**config.mk**
```make
export PLATFORM = sky130hd
export DESIGN_NAME = alu_seq_param
export DESIGN_NICKNAME = d
export VERILOG_FILES = /design/src/rtl/alu_seq_param.sv
export SDC_FILE = /design/constraint.sdc
export NUM_CORES = 1
export LEC_CHECK = 0
export BUFFER_PORTS_ARGS = -buffer_cell sky130_fd_sc_hd__buf_2
export CAP_MARGIN = 30
export CORE_MARGIN = 2
export CORE_UTILIZATION = 45
export DETAILED_ROUTE_END_ITERATION = 10
export HOLD_SLACK_MARGIN = 0.1
export MAX_ROUTING_LAYER = met4
export PLACE_DENSITY_LB_ADDON = 0.08
export SLEW_MARGIN = 5
export SYNTH_ARGS = -nofsm -noshare
export SYNTH_HDL_FRONTEND = slang
export SYNTH_SLANG_ARGS = --single-unit
```
**constraint.sdc**
```tcl
create_clock -name clk -period 5.2 [get_ports clk]
set_clock_uncertainty 0.15 [all_clocks]
set_input_delay 1.04 -clock clk [delete_from_list [all_inputs] [get_ports clk]]
set_output_delay 1.04 -clock clk [all_outputs]
set_load 0.01 [all_outputs]
```
**src/rtl/alu_seq_param.sv**
```systemverilog
// Multi-cycle word-serial ALU: add, sub, signed radix-4 Booth multiply, unsigned non-restoring divide.
// Operands arrive one word per cycle on inbus; results leave on outbus, END pulses after the last word.
module alu_seq_param #(
    parameter int unsigned WIDTH = 8
) (
    input  logic             clk,
    input  logic             reset,
    input  logic             BEGIN,
    input  logic [1:0]       op_code,
    input  logic [WIDTH-1:0] inbus,
    output logic [WIDTH-1:0] outbus,
    output logic             out_valid,
    output logic             END,
    output logic             busy,
    output logic             ovf,
    output logic             dbz
);

    localparam int unsigned CW = $clog2(WIDTH) + 1;
    localparam int unsigned AW = WIDTH + 2;

    generate
        if ((WIDTH % 2) != 0 || WIDTH < 4) begin : g_bad_width
            $error("alu_seq_param: WIDTH must be even and >= 4");
        end
    endgenerate

    typedef enum logic [2:0] {
        S_IDLE, S_LOAD_X, S_LOAD_Y, S_LOAD_M, S_CALC, S_OUT_HI, S_OUT_LO, S_DONE
    } state_t;

    typedef enum logic [1:0] {OP_ADD, OP_SUB, OP_MUL, OP_DIV} op_t;

    state_t           state_q, state_d;
    op_t              op_q;
    logic [WIDTH-1:0] x_q;
    logic [WIDTH-1:0] q_q;
    logic [AW-1:0]    a_q;
    logic             qm1_q;
    logic [CW-1:0]    cnt_q;
    logic             ovf_q, dbz_q;

    logic [CW-1:0]    cnt_last;
    logic             div_err;
    logic [WIDTH-1:0] as_res;
    logic             as_ovf;
    logic [AW-1:0]    m_ext, pp, booth_sum;
    logic [AW-1:0]    d_ext, shl, nr_rem;

    always_comb begin
        cnt_last = '0;
        case (op_q)
            OP_MUL:  cnt_last = CW'(WIDTH / 2 - 1);
            OP_DIV:  cnt_last = CW'(WIDTH);
            default: cnt_last = '0;
        endcase
    end

    assign div_err = (inbus == '0) || (a_q[WIDTH-1:0] >= inbus);

    // add/sub result and signed overflow
    always_comb begin
        as_res = '0;
        as_ovf = 1'b0;
        if (op_q == OP_SUB) begin
            as_res = x_q - q_q;
            as_ovf = (x_q[WIDTH-1] != q_q[WIDTH-1]) && (as_res[WIDTH-1] != x_q[WIDTH-1]);
        end else begin
            as_res = x_q + q_q;
            as_ovf = (x_q[WIDTH-1] == q_q[WIDTH-1]) && (as_res[WIDTH-1] != x_q[WIDTH-1]);
        end
    end

    // Booth digit: accumulator carries two guard bits so +-2M never wraps before the shift
    assign m_ext = {{2{x_q[WIDTH-1]}}, x_q};
    always_comb begin
        pp = '0;
        case ({q_q[1:0], qm1_q})
            3'b001, 3'b010: pp = m_ext;
            3'b011:         pp = m_ext << 1;
            3'b100:         pp = (~(m_ext << 1)) + AW'(1);
            3'b101, 3'b110: pp = (~m_ext) + AW'(1);
            default:        pp = '0;
        endcase
    end
    assign booth_sum = a_q + pp;

    // non-restoring step: sign of the partial remainder picks add or subtract
    assign d_ext  = {2'b00, x_q};
    assign shl    = {a_q[AW-2:0], q_q[WIDTH-1]};
    assign nr_rem = a_q[AW-1] ? (shl + d_ext) : (shl - d_ext);

    always_ff @(posedge clk or negedge reset) begin
        if (!reset) state_q <= S_IDLE;
        else        state_q <= state_d;
    end

    always_comb begin
        state_d   = state_q;
        busy      = 1'b1;
        out_valid = 1'b0;
        END       = 1'b0;
        outbus    = '0;
        case (state_q)
            S_IDLE: begin
                busy = 1'b0;
                if (BEGIN) state_d = S_LOAD_X;
            end
            S_LOAD_X: state_d = S_LOAD_Y;
            S_LOAD_Y: state_d = (op_q == OP_DIV) ? S_LOAD_M : S_CALC;
            S_LOAD_M: state_d = div_err ? S_OUT_HI : S_CALC;
            S_CALC: begin
                if (cnt_q == cnt_last)
                    state_d = (op_q == OP_MUL || op_q == OP_DIV) ? S_OUT_HI : S_OUT_LO;
            end
            S_OUT_HI: begin
                out_valid = 1'b1;
                outbus    = a_q[WIDTH-1:0];
                state_d   = S_OUT_LO;
            end
            S_OUT_LO: begin
                out_valid = 1'b1;
                outbus    = q_q;
                state_d   = S_DONE;
            end
            S_DONE: begin
                END     = 1'b1;
                state_d = S_IDLE;
            end
            default: state_d = S_IDLE;
        endcase
    end

    always_ff @(posedge clk or negedge reset) begin
        if (!reset) begin
            op_q  <= OP_ADD;
            x_q   <= '0;
            q_q   <= '0;
            a_q   <= '0;
            qm1_q <= 1'b0;
            cnt_q <= '0;
            ovf_q <= 1'b0;
            dbz_q <= 1'b0;
        end else begin
            case (state_q)
                S_IDLE: begin
                    if (BEGIN) op_q <= op_t'(op_code);
                end
                S_LOAD_X: begin
                    if (op_q == OP_DIV) a_q <= {2'b00, inbus};
                    else                x_q <= inbus;
                end
                S_LOAD_Y: begin
                    q_q   <= inbus;
                    qm1_q <= 1'b0;
                    cnt_q <= '0;
                    if (op_q != OP_DIV) a_q <= '0;
                end
                S_LOAD_M: begin
                    x_q   <= inbus;
                    cnt_q <= '0;
                    if (inbus == '0)                        dbz_q <= 1'b1;
                    else if (a_q[WIDTH-1:0] >= inbus)       ovf_q <= 1'b1;
                    if (div_err) begin
                        a_q <= '0;
                        q_q <= '0;
                    end
                end
                S_CALC: begin
                    cnt_q <= cnt_q + CW'(1);
                    case (op_q)
                        OP_MUL: begin
                            a_q   <= {booth_sum[AW-1], booth_sum[AW-1], booth_sum[AW-1:2]};
                            q_q   <= {booth_sum[1:0], q_q[WIDTH-1:2]};
                            qm1_q <= q_q[1];
                        end
                        OP_DIV: begin
                            if (cnt_q != CW'(WIDTH)) begin
                                a_q <= nr_rem;
                                q_q <= {q_q[WIDTH-2:0], ~nr_rem[AW-1]};
                            end else if (a_q[AW-1]) begin
                                a_q <= a_q + d_ext;
                            end
                        end
                        default: begin
                            q_q   <= as_res;
                            ovf_q <= as_ovf;
                        end
                    endcase
                end
                S_DONE: begin
                    ovf_q <= 1'b0;
                    dbz_q <= 1'b0;
                end
                default: ;
            endcase
        end
    end

    assign ovf = ovf_q;
    assign dbz = dbz_q;

endmodule
```
# Yosys cells after proc, flatten, opt, wreduce, memory -nomap -nowiden
# Index checks and enable logic that the tools add are counted.
[totals]
ff_bits = 38
output_inout_bits = 13
word_cells = 124
inputBits = 13
[classes]
bitwise_logic = 3
n_reduce_logical = 27
addsub = 9
n_mux = 37
n_eq_ne = 37
n_lt_le_gt_ge = 1
[op_table]
columns = ["operator", "count"]
rows = [
  ["$pmux 10 s4", 2],
  ["$mux 10", 6],
  ["$pmux 8 s2", 3],
  ["$mux 8", 4],
  ["$ne 2x2->1 const B", 12],
  ["$pmux 3 s8", 1],
  ["$pmux 8 s3", 1],
  ["$eq 3x3->1 const B", 7],
  ["$add 10x1->10 const B", 2],
  ["$add 10x8->10", 2],
  ["$not 10->10", 2],
  ["$pmux 10 s2", 1],
  ["$pmux 4 s2", 2],
  ["$eq 3x2->1 const B", 4],
  ["$add 10x10->10", 1],
  ["$mux 1", 10],
  ["$reduce_and 2->1", 5],
  ["$reduce_or 2->1", 5],
  ["$sub 10x8->10", 1],
  ["$mux 3", 3],
  ["$add 8x8->8", 1],
  ["$ge 8x8->1", 1],
  ["$logic_not 8->1", 1],
  ["$ne 4x4->1 const B", 2],
  ["23 further kinds", 35],
]

# Depth between registers and ports, before layout
# Gate-level depths: netlist of run 1.
[logic_depth]
depth_word = 6
mapped_depth = 16
depth_no_buf = 15

# Least setup slack after synthesis of run 1
# Ideal clock, no wire load.
[synth_path]
path_type = "register -> register"
start = "register x_q[1]"
end = "register a_q[7]"
arrival_ns = 3.301
n_path_buf = 1
path_stages_with_launch = 17
t_required_ns = 4.955
setup_ns = 0.095
path_slack_ns = 1.654
period_less_slack_ns = 3.546
path_cell_list = "dfrtp_1 clkbuf_1 inv_1 ha_1 nand2_1 nand2_1 xnor2_1 a221oi_1 a21oi_1 ha_1 o21ai_0 o2bb2ai_1 a31o_2 o21ai_0 xor3_1 a21o_1 o31ai_1"
[synth_via]
elab_chain_cells = 6
[synth_lines]
columns = ["element", "line", "source"]
rows = [
  ["start, declared", "36", "logic [WIDTH-1:0] x_q;"],
  ["start signal, assigned", "151", "else x_q <= inbus;"],
  ["start signal, assigned", "160", "x_q <= inbus;"],
  ["$not 10->10, on equally long branches", "82, 81", ""],
  ["$add 10x1->10, on equally long branches", "82, 81", ""],
  ["$pmux 10 s4", "78", "case ({q_q[1:0], qm1_q})"],
  ["$add 10x10->10", "86", "assign booth_sum = a_q + pp;"],
  ["$pmux 10 s2 (*)", "171", "case (op_q)"],
  ["$pmux 10 s4 (*)", "145", "case (state_q)"],
  ["end signal, assigned", "150", "if (op_q == OP_DIV) a_q <= {2'b00, inbus};"],
  ["end signal, assigned", "173", "a_q <= {booth_sum[AW-1], booth_sum[AW-1], booth_sum[AW-1:2]};"],
  ["end signal, assigned", "179", "a_q <= nr_rem;"],
  ["end, declared", "38", "logic [AW-1:0] a_q;"],
]
# Mark *: on every way between the ends. The rest lies on a longest branch, timed or not. The select of a mux whose other input is x is not followed.
# A chain may end at the register's enable or synchronous reset.

# Final worst setup path of run 1
[layout_path]
start = "register x_q[1]"
end = "register a_q[6]"
# Same word-level chain as after synthesis.

==> impl_metrics.json, run 1 <==
{
  "status": "finished clean",
  "clock_sinks": 38,
  "seqCellArea_um2": 951,
  "timing.final.crit_share": 0.768,
  "arrival_ns": 4.08,
  "grt_pass1_wl_um": 24200,
  "fin_area_um2": 5120,
  "reg2reg_from": "x_q[1]",
  "worstHoldPathCells": 2,
  "wire_per_inst_um": 20.0,
  "final_util": 0.494,
  "slowest_delay_ns": 0.74,
  "cp.required_ns": 5.29,
  "cp_num_buf_inv": 1,
  "dieHeight_um": 108,
  "fp.dieArea_um2": 11600,
  "synth_seq_area_share": 0.197,
  "synth_edf_count": 0,
  "crit_path_max_fanout": 14,
  "critPathLaunchType": "flip-flop",
  "cts_made_buffers": 5,
  "regToRegSetupSlack_ns": 1.20,
  "drc": 0,
  "finalCriticalPeriod_ns": 4.00,
  "coreArea_um2": 10400,
  "synth_area_per_cell_um2": 7.88,
  "start_util": 0.466,
  "r2r_end": "a_q[6]",
  "syn_to_final_growth_pct": 6.06,
  "fmax_ghz": 0.250,
  "dr.pass1.iters": 5,
  "cts_resized": 0,
  "viasPerCell": 6.18,
  "grt_pass1_vias": 4434,
  "slew_viol_final": 0,
  "vias": 4630,
  "hold_buffers": 0,
  "syn_nets": 682,
  "drtAntennaViolNets": 0,
  "ys_async_sr_fraction": 1.00,
  "clk_pin_slew_worst_paths_ns": 0.09,
  "fin_tns_setup_ns": 0,
  "setup_violations": 0,
  "layout.nets": 681,
  "wirelength_um": 15000,
  "io_pins": 26,
  "cts_tree": "yes",
  "ys_types": 65,
  "synth_seq_cells": 38,
  "hold_start": "dbz",
  "slew_headroom": 0.416,
  "cp-end-kind": "flip-flop",
  "clk_latency_ns": 0.31,
  "gp_congestion": 0.900,
  "path_cells": "inv_1 -> ha_1 -> nand2b_1 -> xnor2_1 -> a221oi_1 -> a21oi_1 -> ha_1 -> nor2b_1 -> o21ai_0 -> a21oi_1 -> o41ai_1 -> xnor2_1 -> o221ai_1 -> a31oi_1",
  "syn_area_um2": 4830,
  "critical_path_class": "reg2reg",
  "ctsRootBufferMaster": "clkbuf_8",
  "rsz0062_at_grt": "false",
  "htreeDepth": 2,
  "multi_input_area_um2": 3600,
  "fp.dieW_um": 108,
  "reg2regPathDepth": 14,
  "dp_hpwl_um": 11100,
  "grt_max_degree": 39,
  "antenna_found_initial": 0,
  "ctsLongestPathBuffers": 2,
  "overflow": 0,
  "hold_end": "dbz",
  "hold_path_class": "reg2reg",
  "track_usage": 0.278,
  "antenna_cells": 0,
  "dpl-instance-area_um2": 4990,
  "n_fill_cell": 1057,
  "worstMarginPinSlew_ns": 0.876,
  "cts_setup_buffers": 0,
  "max-cap-violations": 0,
  "crit_family": "compound AO/OA/AOI/OAI gates",
  "hold_viol_final": 0,
  "portBuffers": 25,
  "drt_iter0_drc": 338,
  "synth_ff_type": "dfrtp_1",
  "synthCells": 613,
  "yosysWarnings": 0,
  "slowest_stage": "dfrtp_1",
  "drive_above_1_share": 0.0962,
  "num_rows": 37
}
[Yosys cell counts (all sizes together) (12+ instances only)]
master / instances / share of area
xor2: 14 / 0.025
mux2i: 16 / 0.033
a31oi: 17 / 0.023
nor2: 56 / 0.045
a22oi: 13 / 0.020
o21ai: 38 / 0.039
nand2: 53 / 0.041
inv: 31 / 0.024
dfrtp: 38 / 0.20
nand3: 19 / 0.020
clkbuf: 30 / 0.023
a21o: 14 / 0.022
xnor2: 25 / 0.045
nor2b: 12 / 0.016
a21oi: 49 / 0.053
ha: 51 / 0.13
[tightest hold or removal path, delay by kind of cell (launching register included)]
family	cells	cell delay, ns
flops	1	0.35
simple gates	1	0.08
compound gates	1	0.05
[logic make-up (layout without fill, tap and decap cells)]
kind of cell | count (synthesis) | in the layout | share of synthesized area
DFF | 38 | 38 | 0.197
xor gates and xnor gates | 40 | 40 | 0.0757
AOI/OAI and AO/OA | 197 | 197 | 0.272
muxes | 24 | 24 | 0.0542
buffers and inverters | 70 | 70 | 0.0570
and+or+nand+nor | 188 | 188 | 0.191
adders and majority gates | 56 | 56 | 0.153
[metrics by stage]
stage               hold slack [ns]  setup WS (ns)  instances
finish                        0.370           1.20        749
global route                  0.399          0.874        749
CTS                           0.369           1.26        748
detailed placement            0.351           1.28        740
global placement              0.333           1.36        740
floorplan                     0.365           1.65        613
[final cells by class]
| cell class | count | area share |
|---|---|---|
| tap | 136 | 0.0332 |
| multi-input combinational | 505 | 0.703 |
| sequential | 38 | 0.186 |
| clock inverter | 1 | 0.00586 |
| timing repair buffer | 29 | 0.0327 |
| clock buffer | 7 | 0.0149 |
| inverter | 33 | 0.0242 |
[sequential cells by signal, indices dropped and copies added, names as in the netlist]
name     flops
a_q         10
cnt_q        4
dbz          1
op_q         2
ovf          1
q_q          8
qm1_q        1
state_q      3
x_q          8
[cell usage in the layout, fill, tap and decap left out, types with 3 or more instances in the layout]
master,instances
a211o_1,4
o31ai_1,9
a21oi_1,48
o221ai_1,4
o21bai_1,4
a31oi_1,16
and3_1,4
a211oi_1,9
nand4_1,3
and2_1,3
nor3_1,9
fa_1,5
mux2i_1,16
nor2_1,55
xor2_1,14
o21ai_0,37
nor2b_1,12
a22oi_1,13
nand3_1,19
buf_2,25
mux2_2,7
nand2b_1,11
ha_1,51
nand2_1,53
buf_4,3
a21o_1,14
o21a_1,8
a221oi_1,8
xnor2_1,25
o211ai_1,7
dfrtp_1,38
inv_1,31
clkbuf_8,5
or4_4,3
[per-layer routing]
layer / routed length (um) / track usage / vias up
met2: 6730 / 0.420 / 152
met4: 267 / 0.0742 / 0
li1: - / - / 2229
met5: 0 / - / -
met1: 7150 / 0.388 / 2225
met3: 816 / 0.0436 / 24
[worst max path at each step]
stage	start	to	cells after the start
finish	x_q[1]	a_q[6]	14
global route	x_q[1]	a_q[6]	14
CTS	x_q[1]	a_q[7]	15
detailed placement	x_q[1]	a_q[7]	15
global placement	x_q[1]	a_q[6]	14
floorplan	x_q[1]	a_q[7]	16
Power of run 1 is not shown: default switching activity piles up to over one toggle a cycle in this logic, so the estimate is an artifact.
==> run 2, diff against run 1 <==
Clock period 5.2 ns to 3.4 ns, I/O delays scaled along.
==> run 2 against run 1 <==
Against the previous run: design area rose by 8.7%; first-iteration DRC count rose by 26%; wire length rose by 4.2%; cell count rose by 6.5%; non-clock buffer count rose by 49; fmax rose by 21%; critical path depth rose by 1; setup slack got worse by 1.1 ns; sequential cell count did not move; core utilization rose by 4.3 points.
==> impl_metrics.json, run 2 (synthesized netlist as in run 1, its figures left out) <==
{
  "dp_hpwl_um": 12000,
  "hold_viol_final": 0,
  "n_fill_cell": 1028,
  "crit_path_max_fanout": 5,
  "dpl-instance-area_um2": 5350,
  "io_pins": 26,
  "fin_ws_ns": 0.106,
  "path_cells": "inv_2 -> ha_4 -> nand2_2 -> or3_4 -> buf_4 -> nor2_1 -> nor2_1 -> a21oi_1 -> o31ai_1 -> ha_1 -> a21oi_1 -> o21ai_2 -> xor3_1 -> a21o_1 -> o31ai_1",
  "hold_path_class": "reg2reg",
  "timing.final.crit_share": 0.969,
  "cts_made_buffers": 5,
  "dieHeight_um": 108,
  "fp.dieW_um": 108,
  "arrival_ns": 3.34,
  "met3WireLength_um": 978,
  "crit_family": "compound AO/OA/AOI/OAI gates",
  "ctsRootBufferMaster": "clkbuf_8",
  "drc": 0,
  "top_regs": "a_q: 10 flops, q_q: 8 flops, x_q: 8 flops",
  "clk_pin_slew_worst_paths_ns": 0.09,
  "slew_viol_final": 0,
  "antenna_cells": 0,
  "finalCriticalPeriod_ns": 3.29,
  "max-cap-violations": 0,
  "wirelength_um": 15600,
  "slew_headroom": 0.472,
  "cts_tree": "yes",
  "crit_start": "x_q[0]",
  "setup_violations": 0,
  "layout.nets": 730,
  "ctsLongestPathBuffers": 2,
  "critPathLaunchType": "flip-flop",
  "dp_cells": 784,
  "status": "finished clean",
  "start_util": 0.466,
  "portBuffers": 25,
  "slowest_delay_ns": 0.47,
  "fmax_ghz": 0.304,
  "rsz0062_at_grt": "true",
  "slowest_stage": "dfrtp_2",
  "top_layer": "met4",
  "htreeDepth": 2,
  "clock_sinks": 38,
  "dr.pass1.iters": 5,
  "gp_congestion": 0.920,
  "final_cell_mix": "nor2_1 (54), nand2_1 (52), buf_4 (51), ha_1 (49), a21oi_1 (48)",
  "grt_pass1_vias": 4554,
  "final_common_cell": "nor2_1",
  "coreArea_um2": 10400,
  "cp-end-kind": "flip-flop",
  "regMostFlops": "a_q",
  "multi_input_area_um2": 3700,
  "clk_latency_ns": 0.29,
  "grt_pass1_wl_um": 24900,
  "overflow": 0,
  "largest_reg_flops": 10,
  "drt_iter0_drc": 425,
  "syn_to_final_growth_pct": 15.3,
  "drive_above_1_share": 0.193,
  "pre_cts_slack_ns": -0.0475,
  "seqCellArea_um2": 956,
  "hold_start": "dbz",
  "vias": 4818,
  "fin_area_um2": 5570,
  "wl_met1_um": 7240,
  "track_usage": 0.283,
  "holdWs_ns": 0.351,
  "grt_max_degree": 39,
  "cp_num_buf_inv": 2,
  "drtAntennaViolNets": 0,
  "viasPerCell": 6.04,
  "num_rows": 37,
  "final_cells": 798,
  "cp.required_ns": 3.45,
  "worstMarginPinSlew_ns": 0.790,
  "met2_length_um": 7230,
  "antenna_found_initial": 0,
  "fp.dieArea_um2": 11600,
  "reg2reg_from": "x_q[0]",
  "wire_per_inst_um": 19.5,
  "critical_path_class": "reg2reg"
}
[run 2: layout make-up]
class / instances / share of cell area
clock inverters: 2 / 0.00180
multi-input cells: 505 / 0.664
flip-flops and latches: 38 / 0.172
repair buffers: 78 / 0.0967
inverters: 33 / 0.0223
well taps: 136 / 0.0306
clock buffers: 6 / 0.0130
[run 2: final timing paths]
| path | cells past startpoint | slack, ns | to |
|---|---|---|---|
| setup / recovery | 15 | 0.11 | a_q[9] |
| hold / removal | 2 | 0.35 | dbz |
| setup reg to reg | 15 | 0.11 | a_q[9] |
| hold reg to reg | 2 | 0.35 | dbz |
| max in group asynchronous | 3 | 2.08 | qm1_q |
| min in group asynchronous | 2 | 0.58 | dbz |
[run 2: metrics by stage]
| stage | TNS (ns) | util |
|---|---|---|
| final | 0 | 0.537 |
| after global routing | -0.0350 | 0.537 |
| after CTS | 0 | 0.524 |
| after detailed placement | -0.0526 | 0.515 |
| after global placement | -0.0372 | 0.515 |
| after floorplan | 0 | - |
[run 2: per-layer routing]
layer	vias up	GRT usage
li1	2327	-
met1	2310	0.394
met2	165	0.452
met3	16	0.0363
met4	0	0.0385
met5	-	-
[run 2: tightest hold or removal path: stages, from the launching register on]
cell and delay (ns):
dfrtp_1 0.35, a31oi_1 0.04, nor2_1 0.07
[run 2: repair_timing]
action / in CTS / in global routing
resized for setup: 2 / 19
hold buffers: 0 / 1
endpoints found under the hold margin: 0 / 3
setup endpoints to repair: 3 / 6
setup buffers: 0 / 4
pin swaps: 2 / 13
Power of run 2 is left out for the same reason.
==> run 3, diff against run 2 <==
Settings changed: ABC_AREA set to 1, SLEW_MARGIN 5 to 25.
==> run 3 against run 2 <==
Against the previous run: design area increased by 0.79%; fmax increased by 2.3%; first-iteration DRC count increased by 14%; setup slack improved by 0.074 ns; critical path depth increased by 1; worst hold slack got worse by 0.22 ns; area after synthesis increased by 5.0%; count of clock-buffer cells in the layout unchanged; synthesized cell count increased by 29%; non-clock buffer count decreased by 37.
==> impl_metrics.json, run 3 <==
{
  "drive_above_1_share": 0.118,
  "ys_types": 56,
  "status": "finished clean",
  "antenna_found_initial": 0,
  "synthCells": 789,
  "wirelength_um": 17800,
  "holdWs_ns": 0.132,
  "fp.dieW_um": 110,
  "clk_latency_ns": 0.29,
  "pre_cts_slack_ns": 0.140,
  "cts_tree": "yes",
  "drc": 0,
  "synth_area_per_cell_um2": 6.43,
  "max-cap-violations": 0,
  "htreeDepth": 2,
  "crit_family": "compound AO/OA/AOI/OAI gates",
  "ctsLongestPathBuffers": 2,
  "dieHeight_um": 110,
  "top_regs": "a_q: 10 flops, q_q: 8 flops, x_q: 8 flops",
  "wire_per_inst_um": 18.5,
  "slew_viol_final": 0,
  "synth_ff_type": "dfrtp_1",
  "viasPerCell": 5.80,
  "vias": 5594,
  "cp-end-kind": "flip-flop",
  "hold_buffers": 0,
  "fin_ws_ns": 0.180,
  "rsz0062_at_grt": "true",
  "final_cell_mix": "nand2_1 (211), inv_1 (102), nand3_1 (61), nor2_1 (59), a21oi_1 (58)",
  "setup_violations": 0,
  "synth_edf_count": 0,
  "synth_area_leaders": "dfrtp_1 (19%), nand2_1 (16%), ha_1 (13%)",
  "synth_top_area_share": 0.188,
  "cts_made_buffers": 5,
  "syn_nets": 858,
  "final_util": 0.513,
  "dr.pass1.iters": 7,
  "crit_path_max_fanout": 7,
  "finalCriticalPeriod_ns": 3.22,
  "final_common_cell": "nand2_1",
  "clk_pin_slew_worst_paths_ns": 0.06,
  "synth_seq_cells": 38,
  "hold_path_class": "in2async",
  "multi_input_area_um2": 3570,
  "hold_viol_final": 0,
  "gp_congestion": 0.966,
  "synth_seq_area_share": 0.188,
  "seqCellArea_um2": 952,
  "overflow": 0,
  "grt_max_degree": 39,
  "io_pins": 26,
  "synth_common_cells": "nand2_1 (211), inv_1 (103), nand3_1 (61), nor2_1 (60), a21oi_1 (58)",
  "drt_iter0_drc": 484,
  "ys_async_sr_fraction": 1.00,
  "grt_pass1_vias": 5232,
  "arrival_ns": 3.26,
  "grt_pass1_wl_um": 27700,
  "critical_path_class": "reg2reg",
  "yosys.area.top_type": "dfrtp_1",
  "critPathLaunchType": "flip-flop",
  "path_cells": "inv_1 -> nand2_1 -> nand2_1 -> o21ai_0 -> ha_1 -> a21oi_1 -> nand2_1 -> a21oi_1 -> xor2_1 -> nand2_1 -> nand2_1 -> nand2_1 -> nand2_1 -> nand2_1 -> nand2_1 -> nand2_1",
  "num_rows": 38,
  "coreArea_um2": 10900,
  "cp.required_ns": 3.44,
  "syn_to_final_growth_pct": 10.6,
  "fmax_ghz": 0.311,
  "cp_common_cell": "nand2_1",
  "yosysWarnings": 0,
  "start_util": 0.464,
  "timing.final.crit_share": 0.947,
  "cp_num_buf_inv": 1,
  "dp_hpwl_um": 14100,
  "regMostFlops": "a_q",
  "largest_reg_flops": 10,
  "track_usage": 0.312,
  "worstMarginPinSlew_ns": 0.532,
  "syn_area_um2": 5070,
  "layout.nets": 892,
  "antenna_cells": 0,
  "clock_sinks": 38,
  "n_fill_cell": 1153,
  "ctsRootBufferMaster": "clkbuf_16",
  "slowest_stage": "dfrtp_1",
  "fp.dieArea_um2": 12100,
  "slew_headroom": 0.645,
  "yosysMostFrequentCell": "nand2_1",
  "drtAntennaViolNets": 0,
  "portBuffers": 25,
  "slowest_delay_ns": 0.58
}
run 3: cell count changes after synthesis, moves of 13 or more:
cell / delta
clkbuf_1: -25
xnor2_1: -20
nand2_1: +158
mux2i_1: -16
nand3_1: +42
o22ai_1: +16
a22oi_1: -13
inv_1: +72
nand4_1: +14
run 3: logic make-up (layout without fill, tap and decap cells):
family,Yosys count,count (layout),share of synthesized area
buf+inv,132,167,0.110
flops,38,38,0.188
simple gates,380,380,0.336
xor+xnor,12,12,0.0207
compound gates,171,171,0.200
fa+ha+maj,56,56,0.146
run 3: stage by stage:
stage	cell area, um2	TNS, ns	std cells
2_1_floorplan	5070	0	789
3_5_place_dp	5370	0	953
3_3_place_gp	5370	0	953
6_report	5610	0	964
5_1_grt	5610	-0.145	964
4_1_cts	5570	0	961
run 3: path summary, 6_finish.rpt:
kind	from	end	slack, ns	depth (start not counted)
max	x_q[4]	a_q[5]	0.18	16
min in group clk	dbz	dbz	0.34	2
max reg2reg	x_q[4]	a_q[5]	0.18	16
min reg2reg	dbz	dbz	0.34	2
min	reset	q_q[4]	0.13	1
max in group asynchronous	reset	x_q[0]	2.50	2
run 3: what timing repair did:
| item | 4_1_cts | 5_1_grt |
|---|---|---|
| setup endpoints to repair | 0 | 5 |
| gates resized for setup | 0 | 7 |
| buffers inserted | 0 | 2 |
| endpoints found under the hold margin | 0 | 0 |
run 3: final cells by class:
class                           instances  area share
Inverter                              118      0.0814
Multi-Input combinational cell        619       0.636
Sequential cell                        38       0.170
Clock inverter                          2      0.0107
Tap cell                              140      0.0312
Clock buffer                            6      0.0248
Timing Repair Buffer                   41      0.0459
run 3: routing by layer:
layer | vias up | GRT usage | part of all wire
met5 | - | - | 0
met4 | 0 | 0.129 | 0.043
li1 | 2712 | - | -
met2 | 228 | 0.508 | 0.47
met3 | 45 | 0.0265 | 0.065
met1 | 2609 | 0.401 | 0.43
Power of run 3 is left out for the same reason.
